**src/rtl/gene_net_pkg.sv**
```systemverilog
// Shared types and update rule for the 8-gene Boolean network (forward and preimage blocks).
package gene_net_pkg;
  localparam int N_GENES = 8;
  typedef logic [N_GENES-1:0] gstate_t;

  localparam logic [1:0] IDLE  = 2'd0;
  localparam logic [1:0] SCAN  = 2'd1;
  localparam logic [1:0] DRAIN = 2'd2;
  localparam logic [1:0] DONE  = 2'd3;

  function automatic gstate_t gene_step(input gstate_t x);
    gstate_t o;
    o[0] = ~x[2] & x[6] & ~x[7];
    o[1] = (x[4] | x[5]) & ~x[7];
    o[2] = x[7];
    o[3] = x[1] & ~x[6];
    o[4] = x[1] | x[3];
    o[5] = x[2] & ~x[7];
    o[6] = x[1] & ~x[7];
    o[7] = ~(x[0] | x[1]) & (x[3] | x[6]);
    return o;
  endfunction
endpackage

```
**src/rtl/gene_net_step.sv**
```systemverilog
// Combinational x -> f(x) wrapper, shared by the forward network and the preimage scanner.
module gene_net_step
  import gene_net_pkg::*;
(
  input  logic [N_GENES-1:0] x,
  output logic [N_GENES-1:0] o
);
  assign o = gene_step(x);
endmodule

```
**src/rtl/gene_net_preimage.sv**
```systemverilog
// Preimage scanner: streams every x with f(x)==target in ascending order, then reports the count.
// Optional m_fixed output (x==target) when GENE_PRE_FIXEDPT_EN is defined.
module gene_net_preimage
  import gene_net_pkg::*;
#(
  parameter bit FIRST_ONLY = 1'b0,
  parameter int N_GENES    = gene_net_pkg::N_GENES
) (
  input  logic               clk,
  input  logic               rst,
  input  logic               start,
  input  logic [N_GENES-1:0] target,
  output logic               busy,
  output logic               m_valid,
  input  logic               m_ready,
  output logic [N_GENES-1:0] m_state,
`ifdef GENE_PRE_FIXEDPT_EN
  output logic               m_fixed,
`endif
  output logic               done,
  output logic [N_GENES:0]   count
);
  logic [1:0]         state_q, state_d;
  logic [N_GENES:0]   cand_q, cand_d, cand_inc;
  logic [N_GENES-1:0] target_q, target_d;
  logic [N_GENES-1:0] out_state_q, out_state_d;
  logic               out_vld_q, out_vld_d;
  logic [N_GENES:0]   count_q, count_d;
  logic [N_GENES-1:0] cand_img;
  logic               match, slot_free, load;
`ifdef GENE_PRE_FIXEDPT_EN
  logic               out_fixed_q, out_fixed_d;
`endif

  gene_net_step u_step (.x(cand_q[N_GENES-1:0]), .o(cand_img));

  always_comb begin
    state_d     = state_q;
    cand_d      = cand_q;
    target_d    = target_q;
    out_state_d = out_state_q;
    out_vld_d   = out_vld_q;
    count_d     = count_q;
`ifdef GENE_PRE_FIXEDPT_EN
    out_fixed_d = out_fixed_q;
`endif
    cand_inc  = cand_q + 1'b1;
    match     = (state_q == SCAN) && (cand_img == target_q);
    slot_free = ~out_vld_q | m_ready;
    load      = match & slot_free;

    if (out_vld_q && m_ready) out_vld_d = 1'b0;
    if (load) begin
      out_vld_d   = 1'b1;
      out_state_d = cand_q[N_GENES-1:0];
      count_d     = count_q + 1'b1;
`ifdef GENE_PRE_FIXEDPT_EN
      out_fixed_d = (cand_q[N_GENES-1:0] == target_q);
`endif
    end

    case (state_q)
      IDLE: if (start) begin
        state_d  = SCAN;
        target_d = target;
        cand_d   = '0;
        count_d  = '0;
      end
      // A match with a full, unaccepted slot holds the candidate so nothing is dropped.
      SCAN: if (!match || slot_free) begin
        cand_d = cand_inc;
        if (cand_inc[N_GENES] || (FIRST_ONLY && load)) state_d = DRAIN;
      end
      DRAIN: if (slot_free) state_d = DONE;
      DONE:  state_d = IDLE;
      default: state_d = IDLE;
    endcase
  end

  always_ff @(posedge clk or posedge rst) begin
    if (rst) begin
      state_q     <= IDLE;
      cand_q      <= '0;
      target_q    <= '0;
      out_state_q <= '0;
      out_vld_q   <= 1'b0;
      count_q     <= '0;
`ifdef GENE_PRE_FIXEDPT_EN
      out_fixed_q <= 1'b0;
`endif
    end else begin
      state_q     <= state_d;
      cand_q      <= cand_d;
      target_q    <= target_d;
      out_state_q <= out_state_d;
      out_vld_q   <= out_vld_d;
      count_q     <= count_d;
`ifdef GENE_PRE_FIXEDPT_EN
      out_fixed_q <= out_fixed_d;
`endif
    end
  end

  assign busy    = (state_q == SCAN) || (state_q == DRAIN);
  assign done    = (state_q == DONE);
  assign m_valid = out_vld_q;
  assign m_state = out_state_q;
  assign count   = count_q;
`ifdef GENE_PRE_FIXEDPT_EN
  assign m_fixed = out_fixed_q;
`endif
endmodule

```
**config.mk**
```make
export PLATFORM = sky130hd
export DESIGN_NAME = gene_net_preimage
export DESIGN_NICKNAME = d
export VERILOG_FILES = /design/src/rtl/gene_net_pkg.sv /design/src/rtl/gene_net_step.sv /design/src/rtl/gene_net_preimage.sv
export SDC_FILE = /design/constraint.sdc
export NUM_CORES = 1
export LEC_CHECK = 0
export ABC_CLOCK_PERIOD_IN_PS = 3010
export CAP_MARGIN = 30
export CORE_MARGIN = 3
export CORE_UTILIZATION = 25
export CTS_CLUSTER_SIZE = 28
export DETAILED_ROUTE_END_ITERATION = 12
export GPL_TIMING_DRIVEN = 1
export SYNTH_ARGS = -nofsm -noshare
export SYNTH_HDL_FRONTEND = slang
export SYNTH_SLANG_ARGS = --single-unit
export TNS_END_PERCENT = 1
```
**constraint.sdc**
```tcl
create_clock -name clk -period 3.01 [get_ports clk]
set_clock_uncertainty 0.1 [all_clocks]
set_input_delay 0.301 -clock clk [delete_from_list [all_inputs] [get_ports clk]]
set_output_delay 0.301 -clock clk [all_outputs]
set_load 0.05 [all_outputs]
```
Word level (Yosys, flattened, before mapping)
Index checks and enable logic that the tools add are counted.

operators by class
  bitwise gates (word level) = 18
  reduce and logical (&&, ||, !) cells = 11
  add/sub/neg operators = 2
  multiplexer cells = 13
  equality and inequality tests = 8

operators with widths
  cell                 number
  $mux 9               5
  $add 9x1->9 const B  2
  $pmux 9 s2           1
  $and 1x1->1          8
  $eq 8x8->1           1
  $mux 2               4
  $pmux 2 s4           1
  $ne 2x2->1 const B   3
  $not 1->1            5
  $or 1x1->1           5
  $eq 2x2->1 const B   2
  $reduce_and 4->1     1
  $reduce_bool 2->1    2
  $reduce_and 3->1     1
  $eq 2x1->1 const B   1
  $logic_and 1x1->1    2
  $logic_not 2->1      1
  $logic_or 1x1->1     2
  $mux 1               2
  $ne 2x1->1 const B   1
  $reduce_and 2->1     1
  $logic_not 1->1      1

storage, ports and cells
  input port bits = 12
  bits in registers = 37
  output and inout bits = 20

Logic depth before layout (Yosys ltp)
Gate-level depths: netlist (run 1).

  depth in word-level cells = 9
  gate-level depth with buffers = 9
  mapped depth without buffers = 8

Modules after synthesis
A second synthesis (run 1) with hierarchy kept.

second synthesis, totals
  cells, all modules = 204
  area total of the unflattened synthesis = 1949.4 sq um

by module, submodules not included
  module             times used  area an instance (sq um)  cells each  sequential area each (sq um)
  gene_net_preimage  1           1885.6                    194         925.9
  gene_net_step      1           63.8                      10          0.0

Least setup slack after synthesis (run 1)
No wires, ideal clock.

  path kind = flip-flop to flip-flop
  start = reg state_q[1]
  end = reg count_q[6], in the netlist count[6]
  library setup time = 78 ps
  path slack = 487 ps
  period minus slack after synthesis = 2523 ps
  arrival = 2345 ps
  data required time = 2832 ps
  cell stages (with the launch flop) = 8
  path through = dfrtp_1 -> inv_1 -> ha_1 -> clkdlybuf4s50_2 -> o2111ai_4 -> or4_4 -> or3_1 -> a21oi_1

between the ends
  longest elaborated chain between the ends = 6
  elaborated cells between the ends (all ways) = 7
  those cells by class = eq/ne (1); mux (3); bitwise (1); reduce/logical (2)

ends and longest elaborated chain
  what                    RTL line                 RTL
  start, declared         gene_net_preimage.sv:23  logic [1:0] state_q, state_d;
  start signal, assigned  gene_net_preimage.sv:92  state_q <= state_d;
  $eq 2x1->1              gene_net_preimage.sv:48  match = (state_q == SCAN) && (cand_img == target_q);
  $logic_and 1x1->1       gene_net_preimage.sv:48
  $and 1x1->1             gene_net_preimage.sv:50  load = match & slot_free;
  $mux 9                  gene_net_preimage.sv:53  if (load) begin
  $mux 9                  gene_net_preimage.sv:63  IDLE: if (start) begin
  $mux 9 (*)              gene_net_preimage.sv:62  case (state_q)
  net count_d[6]          gene_net_preimage.sv:28  logic [N_GENES:0] count_q, count_d;
  end signal, assigned    gene_net_preimage.sv:97  count_q <= count_d;
  end, declared           gene_net_preimage.sv:28

Mark *: on every way through the listed nets, which the timed path passes. The rest lies on a longest branch.
A chain may end at the register's enable or synchronous reset.

Worst setup path in the final report (run 1)
  start = reg cand_q[1]
  end = reg count_q[7], in the netlist count[7]

between the ends
  longest elaborated chain between the ends = 9
  elaborated cells between the ends (all ways) = 12
  those cells by class = eq/ne (1); mux (3); bitwise (7); reduce/logical (1)

ends and longest elaborated chain
  what                    RTL line                 RTL
  start, declared         gene_net_preimage.sv:24  logic [N_GENES:0] cand_q, cand_d, cand_inc;
  start signal, assigned  gene_net_preimage.sv:93  cand_q <= cand_d;
  $or 1x1->1              gene_net_pkg.sv:20       o[7] = ~(x[0] | x[1]) & (x[3] | x[6]);
  $not 1->1               gene_net_pkg.sv:20
  $and 1x1->1             gene_net_pkg.sv:20
  $eq 8x8->1 (*)          gene_net_preimage.sv:48
  $logic_and 1x1->1 (*)   gene_net_preimage.sv:48
  $and 1x1->1 (*)         gene_net_preimage.sv:50
  $mux 9 (*)              gene_net_preimage.sv:53
  $mux 9                  gene_net_preimage.sv:63
  $mux 9 (*)              gene_net_preimage.sv:62
  net count_d[7]          gene_net_preimage.sv:28

Marked as above.

==> reports/metrics.cfg, run 1 <==
[outcome]
status = finished, final reports clean

[worst_setup_path]
reg2reg_depth = 8
reg2reg_slack_ns = 0.50
arrival_ns = 2.63
path_depth = 8
critPathBufInv = 1
cp_max_fo = 8
critPathSlowestCell = or4_4
max_stage_delay_ns = 0.54
critPathLaunchType = register
worst-setup-path-type = register to register
endpoint_kind = register
worstPathRequired_ns = 3.13
crit_chain = inv_1 -> ha_1 -> o21ai_0 -> xor2_1 -> o21ai_1 -> or4_4 -> or3_1 -> a21oi_1
critPathTopFamily = simple AND/OR/NAND/NOR gates

[synth]
ys_seq_area_share_pct = 45.6
synth.area.top_cells = dfrtp_1, mux2_2, ha_1
syn_nets = 206
synth_most_common_cell = dfrtp_1
asyncSetResetFlopFracSynth_pct = 100
synth_ff_type = dfrtp_1
synth.distinct_cells = 49
syn_avg_cell_area_um2 = 10.9
ys_ff_latch = 37
synthDominantCellAreaShare_pct = 45.6
syn_inst = 187
ys_top_cells_by_count = dfrtp_1, mux2_2, a31oi_1, nor2_1, nand2_1
synthesis.area_mm2 = 0.00203
synth_warnings = 0
yosys.area.top_type = dfrtp_1
synth_edf_count = 0

[clock_network]
holdBufCountCts = 0
cts_tree = built
cts_setup_buffers = 0
clk_root_buffer_cell = clkbuf_8
cts_inserted_buffers = 5
cts_sinks = 37
insertion_delay_ns = 0.29
clk_transition_reported_paths_ns = 0.08
cts.path.max_buffers = 2
cts_resized = 0
htree_num_levels = 2

[die]
design.core.area_mm2 = 0.00781
fp.dieH_um = 96.2
fp.dieW_um = 96.2
start_util_pct = 26.0
die-area_mm2 = 0.00925
rows = 32
pin_count = 32

[sta]
fmax_mhz = 399
min_period_ns = 2.51
hold_viol = 0
worst_slew_pin_slew_ns = 0.564
period_share_pct = 83.3
max_slew_margin_pct = 62.4
final.setup.tns_ns = 0
drv_slew = 0
setup_viol = 0
rsz0062_at_grt = false

[global_route]
grt_pass1_vias = 1529
grt_overflow = 0
grt_max_degree = 38
grt_pass1_wl_um = 7400
antenna_found_initial = 0
grt.total_usage_pct = 10.2

[cells_and_area]
nets = 239
layout-drive-gt1-share_pct = 18.6
area_growth_pct = 26.0
fillerInstances = 793
fin_area_mm2 = 0.00256
diodes = 0

[job]
maxCapViolCount = 0

[min_path]
worstHoldPathType = input pin to asynchronous set/reset pin

[routing]
drt-initial-drc-count = 65
via_per_inst = 4.72
dr.pass1.iters = 4
post_drt_wl_per_cell_um = 13.2
vias = 1525
routed_wirelength_um = 4250
ant_nets = 0
drc = 0

[power_and_ir_drop]
cellLeakagePower_uw = 0.00103
power_density_mw_per_mm2 = 782
peakVddDrop_mv = 0.649

[placement]
hpwlAfterDp_um = 3190
portBuffers = 31
gp_congestion = 0.814
placed_cell_area_mm2 = 0.00244

## metrics by stage
stage / utilization, % / hold WS (ns) / worst slack (ns) / cells / power (µW)
floorplan: - / 0.353 / 0.487 / 187 / 1380
global placement: 31.3 / 0.394 / 0.567 / 315 / 1560
detailed placement: 31.3 / 0.402 / 0.502 / 315 / 1570
CTS: 32.8 / 0.332 / 0.478 / 323 / 2030
global route: 32.8 / 0.372 / 0.270 / 323 / 2150
finish: 32.8 / 0.322 / 0.502 / 323 / 2000
## cell families (layout without fill, tap and decap cells)
kind of cell / after synthesis / in the layout / share of synthesized area (%)
xor gates and xnor gates: 10 / 10 / 4.31
adders and majority gates: 7 / 7 / 4.31
DFF: 37 / 37 / 45.6
AOI/OAI and AO/OA: 37 / 37 / 14.5
buffers and inverters: 17 / 51 / 4.43
and+or+nand+nor: 60 / 60 / 16.5
muxes: 19 / 19 / 10.4
## cell type report
class                      count  area, µm²  area share (%)
clock buffer                   6       82.6            3.23
multi-input combinational    133       1020            39.7
tap                          102        128            4.99
timing repair buffer          35        340            13.3
inverter                       8       30.0            1.17
clock inverter                 2       37.5            1.47
sequential                    37        926            36.2
## routing by layer
layer,vias up,wire [µm],GRT usage (%)
met1,739,2010,14.1
met3,5,270,2.58
met2,41,1930,15.5
li1,740,-,-
met4,0,42,3.20
met5,-,0,0
## path summary, 6_finish.rpt
path                       startpoint          to
max                         cand_q[1]    count[7]
min                               rst   cand_q[2]
max reg2reg                 cand_q[1]    count[7]
min reg2reg                m_state[2]  m_state[2]
max in group asynchronous         rst  state_q[0]
min in group clk           m_state[2]  m_state[2]
## power by group
| group | total [µW] | switching (µW) | internal (µW) |
|---|---|---|---|
| logic | 817 | 466 | 351 |
| registers | 738 | 126 | 612 |
| clock network | 446 | 177 | 269 |
## placed cells by master (no fill, tap or decap), types with 3 or more instances in the layout
master,synthesis,routed
xor2_1,4,4
a21oi_1,3,3
nand2b_1,6,6
ha_1,7,7
xnor2_1,6,6
a31oi_1,11,11
clkbuf_8,0,6
mux2_2,17,17
nor2_1,11,11
nand2_1,10,10
nor4_1,4,4
and2_1,3,3
nor3_1,3,3
o21ai_0,7,7
buf_4,1,4
and3_2,3,3
nand3_1,5,5
clkdlybuf4s50_1,0,31
dfrtp_1,37,37
or3_1,3,3
inv_1,8,8
## state kept, by name, indices dropped and copies added, names as in the netlist
signal and count:
cand_q 9, count 9, target_q 8, m_state 8
m_valid 1, state_q 2
## tightest hold or removal path: stages
cell and delay [ns]:
clkdlybuf4s50_1 0.39, inv_1 0.05, buf_4 0.40
No activity file was read; power rests on OpenSTA's default activity.
==> run 2, diff against run 1 <==
- ABC_CLOCK_PERIOD_IN_PS: 3010 -> 2350
- clock period: 3.01 -> 2.35 ns (I/O delays scaled with it)
==> run 2 against run 1 <==
Effect of this change: register-to-register slack worse by 0.42 ns; combinational power grew 49%; utilization is 2.3 points higher; die area did not move; critical path depth down 1; hold slack worse by 0.078 ns; clock-buffer cell count is 1 lower; total power increased by 40%; wire length rose by 8.7%; sequential share of layout area fell by 2.3 points; cell count up 4.3%; non-clock buffer count rose by 14; critical endpoint is now state_q[1].
==> reports/metrics.cfg, run 2 (same netlist as run 1, synthesis figures left out) <==
[sta]
setup_viol = 0  ; unchanged
drv_slew = 0  ; unchanged
max_slew_margin_pct = 61.0  ; -1.3 points
final.setup.tns_ns = 0  ; unchanged
min_period_ns = 2.27  ; -0.239 ns
fmax_mhz = 441  ; +11%
worst_slew_pin_slew_ns = 0.583  ; +0.0196 ns
hold_viol = 0  ; unchanged
period_share_pct = 96.6  ; +13 points

[power_and_ir_drop]
pwr-share-clk_pct = 23.2  ; +0.9 points
switching_share_pct = 37.3  ; -1.1 points
p_comb_share_pct = 43.5  ; +2.7 points
p_int_uw = 1760  ; +43%
power_density_mw_per_mm2 = 1030  ; +31%
pwr-share-seq_pct = 33.3  ; -3.6 points
p_sw_uw = 1050  ; +37%
cellLeakagePower_uw = 0.00115  ; +11%
peakVddDrop_mv = 0.820  ; +26%

[clock_network]
htree_num_levels = 2  ; unchanged
clk_root_buffer_cell = clkbuf_8
cts_sinks = 37  ; unchanged
insertion_delay_ns = 0.29  ; about the same
cts_inserted_buffers = 5  ; unchanged
cts.path.max_buffers = 2  ; unchanged
cts_tree = built
holdBufCountCts = 0  ; unchanged
clk_transition_reported_paths_ns = 0.07  ; about the same

[global_route]
grt_pass1_wl_um = 7550  ; +2.1%
grt.total_usage_pct = 10.6  ; +0.39 points
grt_max_degree = 38  ; unchanged
antenna_found_initial = 0  ; unchanged
grt_pass1_vias = 1576  ; +3.1%
grt_overflow = 0  ; unchanged

[worst_setup_path]
crit_start = cand_q[1]
worstPathRequired_ns = 2.43  ; -0.70 ns
arrival_ns = 2.35  ; -0.28 ns
r2r_start = cand_q[1]
endpoint_kind = register
worst-setup-path-type = register to register
critPathLaunchType = register
cp_max_fo = 7  ; -1

[placement]
hpwlAfterDp_um = 3420  ; +7.0%
gp_congestion = 0.809  ; -0.59%
place_inst = 327  ; +3.8%
portBuffers = 31  ; unchanged

[cells_and_area]
mostFrequentLayoutCells = dfrtp_1, clkdlybuf4s50_1, mux2_2, buf_4
area_growth_pct = 34.7
final_common_cell = dfrtp_1
layout-drive-gt1-share_pct = 28.9  ; +10 points
diodes = 0  ; unchanged
nets = 253  ; +5.9%
fillerInstances = 788  ; -0.63%
instances_no_fill = 337  ; +4.3%

[outcome]
status = finished, final reports clean

[routing]
via_per_inst = 4.69  ; -0.57%
met3_length_um = 210  ; -22%
drc = 0  ; unchanged
drt-initial-drc-count = 68  ; +4.6%
ant_nets = 0  ; unchanged
vias = 1582  ; +3.7%
m1WireLength_um = 2200  ; +9.8%
dr_wl_met2_um = 2150  ; +11%
routed_wirelength_um = 4630  ; +8.7%
top_layer_used = met4
post_drt_wl_per_cell_um = 13.7  ; +4.2%
dr.pass1.iters = 4  ; unchanged

[die]
fp.dieH_um = 96.2  ; unchanged
pin_count = 32  ; unchanged
die-area_mm2 = 0.00925  ; unchanged
design.core.area_mm2 = 0.00781  ; unchanged
start_util_pct = 26.0  ; unchanged
rows = 32  ; unchanged
fp.dieW_um = 96.2  ; unchanged

[min_path]
worstHoldPathType = input pin to asynchronous set/reset pin

[job]
maxCapViolCount = 0  ; unchanged

==> run 2: cell count changes in the layout (fill, tap and decap cells not counted), sizes merged <==
cell      delta
clkinv       +1
bufinv       +1
buf         +14
clkbuf       -1
clkinvlp     -1
==> run 2: critical path: stages (launching register included) <==
cell	delay [ns]
dfrtp_2	0.47
xor2_2	0.18
o31ai_4	0.31
o2111ai_4	0.15
buf_6	0.17
o31a_4	0.37
nand2_2	0.08
mux2_2	0.33
==> run 2: power groups by stage <==
stage	sequential [µW]	combinational [µW]	clock [µW]
floorplan	977	784	0
global placement	934	1140	0
detailed placement	945	1160	0
CTS	931	1170	672
global route	963	1340	697
finish	936	1220	653
==> run 2: timing repair <==
item,in CTS,in global routing
buffers inserted,0,1
gates resized for setup,1,19
setup endpoints to repair,2,17
gates cloned,0,1
pin swaps,0,8
==> run 2: worst paths after layout <==
| kind | endpoint | slack, ns | cells past startpoint |
|---|---|---|---|
| max | state_q[1] | 0.08 | 7 |
| min | m_state[4] | 0.24 | 3 |
| max reg2reg | state_q[1] | 0.08 | 7 |
| min reg2reg | m_state[4] | 0.41 | 1 |
| max in group asynchronous | cand_q[1] | 1.53 | 3 |
| min in group clk | m_state[4] | 0.41 | 1 |
==> run 2: cell type report <==
cell class,count,area (µm²),share of cell area (%)
inverters,8,30.0,1.10
multi-input cells,133,1070,39.0
clock inverters,3,65.1,2.38
repair buffers,49,449,16.4
well taps,102,128,4.66
clock buffers,5,68.8,2.51
flip-flops and latches,37,927,33.9
==> run 2: per-stage QoR <==
step / hold slack (ns) / setup WS (ns) / power [µW] / instance area, µm² / util [%]
2_1_floorplan: 0.287 / 0.0102 / 1760 / 2030 / -
3_3_place_gp: 0.397 / 0.0565 / 2070 / 2530 / 32.4
3_5_place_dp: 0.403 / 0.00513 / 2100 / 2530 / 32.4
4_1_cts: 0.265 / 0.0342 / 2770 / 2670 / 34.1
5_1_grt: 0.315 / -0.0237 / 3000 / 2740 / 35.0
6_report: 0.244 / 0.0804 / 2810 / 2740 / 35.0
==> run 2: metal layers <==
layer	up-vias	GRT usage [%]
li1	771	-
met1	768	13.8
met2	38	16.9
met3	5	2.35
met4	0	4.27
met5	-	0
==> run 3, diff against run 2 <==
- CORE_UTILIZATION: 25 -> 53
- PLACE_DENSITY: unset -> 0.79
- REMOVE_ABC_BUFFERS: unset -> 1
==> run 3 against run 2 <==
Effect of this change: the run now ends with negative setup slack left; setup slack lost 0.13 ns; utilization grew 39 points; wire length grew 6.6%; clock-buffer cell count grew 2; die area shrank 50%; critical endpoint is now count[7]; critical path depth is the same; maximum frequency shrank 5.3%; global-route usage grew 13 points.
==> reports/metrics.cfg, run 3 (same netlist as run 1, synthesis figures left out) <==
[clock_network]
clk_transition_reported_paths_ns = 0.07  ; about the same
clk_root_buffer_cell = clkbuf_8
cts_tree = built
insertion_delay_ns = 0.28  ; about the same
cts_inserted_buffers = 5  ; unchanged
htree_num_levels = 2  ; unchanged
cts_sinks = 37  ; unchanged
cts.path.max_buffers = 2  ; unchanged

[die]
rows = 21  ; -34%
start_util_pct = 57.7  ; +32 points
pin_count = 32  ; unchanged
design.core.area_mm2 = 0.00352  ; -55%
die-area_mm2 = 0.00461  ; -50%
fp.dieH_um = 67.9  ; -29%
fp.dieW_um = 67.9  ; -29%

[worst_setup_path]
crit_start = cand_q[1]
reg2reg_depth = 7  ; unchanged
critPathLaunchType = register
reg2reg_to = count[7]
worstPathRequired_ns = 2.47  ; +0.04 ns
cp-endpoint = count[7]
endpoint_kind = register
cp_max_fo = 6  ; -1
arrival_ns = 2.52  ; +0.17 ns
r2r_start = cand_q[1]
reg2reg_slack_ns = -0.05  ; -0.13 ns
worst-setup-path-type = register to register

[cells_and_area]
area_growth_pct = 28.9
nets = 255  ; +0.79%
layout-drive-gt1-share_pct = 27.1  ; -1.8 points
diodes = 0  ; unchanged
final_common_cell = dfrtp_1
instances_no_fill = 282  ; -16%
fin_util_pct = 74.4  ; +39 points
mostFrequentLayoutCells = dfrtp_1, clkdlybuf4s50_1, buf_4

[routing]
dr.pass1.iters = 4  ; unchanged
m1WireLength_um = 2000  ; -9.0%
met3_length_um = 271  ; +29%
vias = 1690  ; +6.8%
top_layer_used = met4
dr_wl_met2_um = 2550  ; +18%
routed_wirelength_um = 4930  ; +6.6%
drc = 0  ; unchanged
drt-initial-drc-count = 91  ; +34%
via_per_inst = 5.99  ; +28%
ant_nets = 0  ; unchanged
post_drt_wl_per_cell_um = 17.5  ; +27%

[global_route]
grt.total_usage_pct = 23.1  ; +13 points
grt_max_degree = 38  ; unchanged
grt_overflow = 0  ; unchanged
grt_pass1_vias = 1652  ; +4.8%
antenna_found_initial = 0  ; unchanged
grt_pass1_wl_um = 7930  ; +5.0%

[sta]
postLayoutSetupSlackWorst_ns = -0.0454  ; -0.126 ns
setup_viol = 3  ; +3
fmax_mhz = 417  ; -5.3%
max_slew_margin_pct = 51.8  ; -9.2 points
min_period_ns = 2.40  ; +0.126 ns
worst_slew_pin_slew_ns = 0.721  ; +0.138 ns
period_share_pct = 102  ; +5.4 points
hold_viol = 0  ; unchanged
drv_slew = 0  ; unchanged
rsz0062_at_grt = true

[placement]
place_inst = 269  ; -18%
hpwlAfterDp_um = 3530  ; +3.2%
dpl_worst_slack_ns = -0.147  ; -0.153 ns
portBuffers = 31  ; unchanged
gp_congestion = 0.837  ; +3.5%

[job]
maxCapViolCount = 0  ; unchanged

[outcome]
violations = negative setup slack
status = finished with violations

[min_path]
worstHoldPathType = input pin to asynchronous set/reset pin

[power_and_ir_drop]
power_density_mw_per_mm2 = 995  ; -3.2%
total_power_uw = 2600  ; -7.4%
peakVddDrop_mv = 0.645  ; -21%
cellLeakagePower_uw = 0.00110  ; -3.8%

run 3: area by class of cell:
class / instances / area [µm²]
well taps: 46 / 57.6
inverters: 8 / 30.0
flip-flops and latches: 37 / 927
clock buffers: 7 / 86.3
repair buffers: 51 / 464
multi-input cells: 133 / 1050
fillers: 252 / 902
run 3: where the power goes:
| group | total [µW] | internal [µW] | switching (µW) |
|---|---|---|---|
| sequential | 932 | 786 | 146 |
| combinational | 1230 | 531 | 695 |
| clock | 447 | 233 | 214 |
| total | 2600 | 1550 | 1050 |
run 3: timing repair:
action / CTS / global route
setup buffers: 3 / 3
hold buffers: 0 / 0
setup endpoints to repair: 15 / 23
resized for setup: 3 / 9
pin swaps: 3 / 4
run 3: worst min-delay path by stage:
| stage | start | end | slack, ns | depth (start not counted) |
|---|---|---|---|---|
| global route | rst | count[6] | 0.32 | 3 |
| CTS | rst | cand_q[8] | 0.29 | 3 |
| floorplan | target[0] | target_q[0] | 0.29 | 1 |
| global placement | m_state[6] | m_state[6] | 0.39 | 1 |
| finish | rst | count[1] | 0.27 | 3 |
| detailed placement | m_state[5] | m_state[5] | 0.40 | 1 |
run 3: per-layer routing:
layer / up-vias / global-route usage (%)
met5: - / 0
li1: 776 / -
met3: 13 / 5.25
met1: 829 / 27.5
met4: 0 / 7.69
met2: 72 / 40.9
run 3: worst max-delay path, stage by stage (launching register included):
cell and delay [ns]:
dfrtp_2 0.45, buf_4 0.15, buf_4 0.13, a211oi_4 0.25
o2111ai_4 0.15, or4_4 0.58, or3_4 0.38, a21oi_2 0.13
run 3: through the flow:
stage / instance area, µm² / hold WS [ns] / setup TNS, ns
after floorplan: 1970 / 0.287 / -4.04
after global placement: 2440 / 0.391 / -0.221
after detailed placement: 2440 / 0.400 / -0.970
after CTS: 2560 / 0.286 / 0
after global routing: 2620 / 0.319 / -0.287
final: 2620 / 0.265 / -0.0837
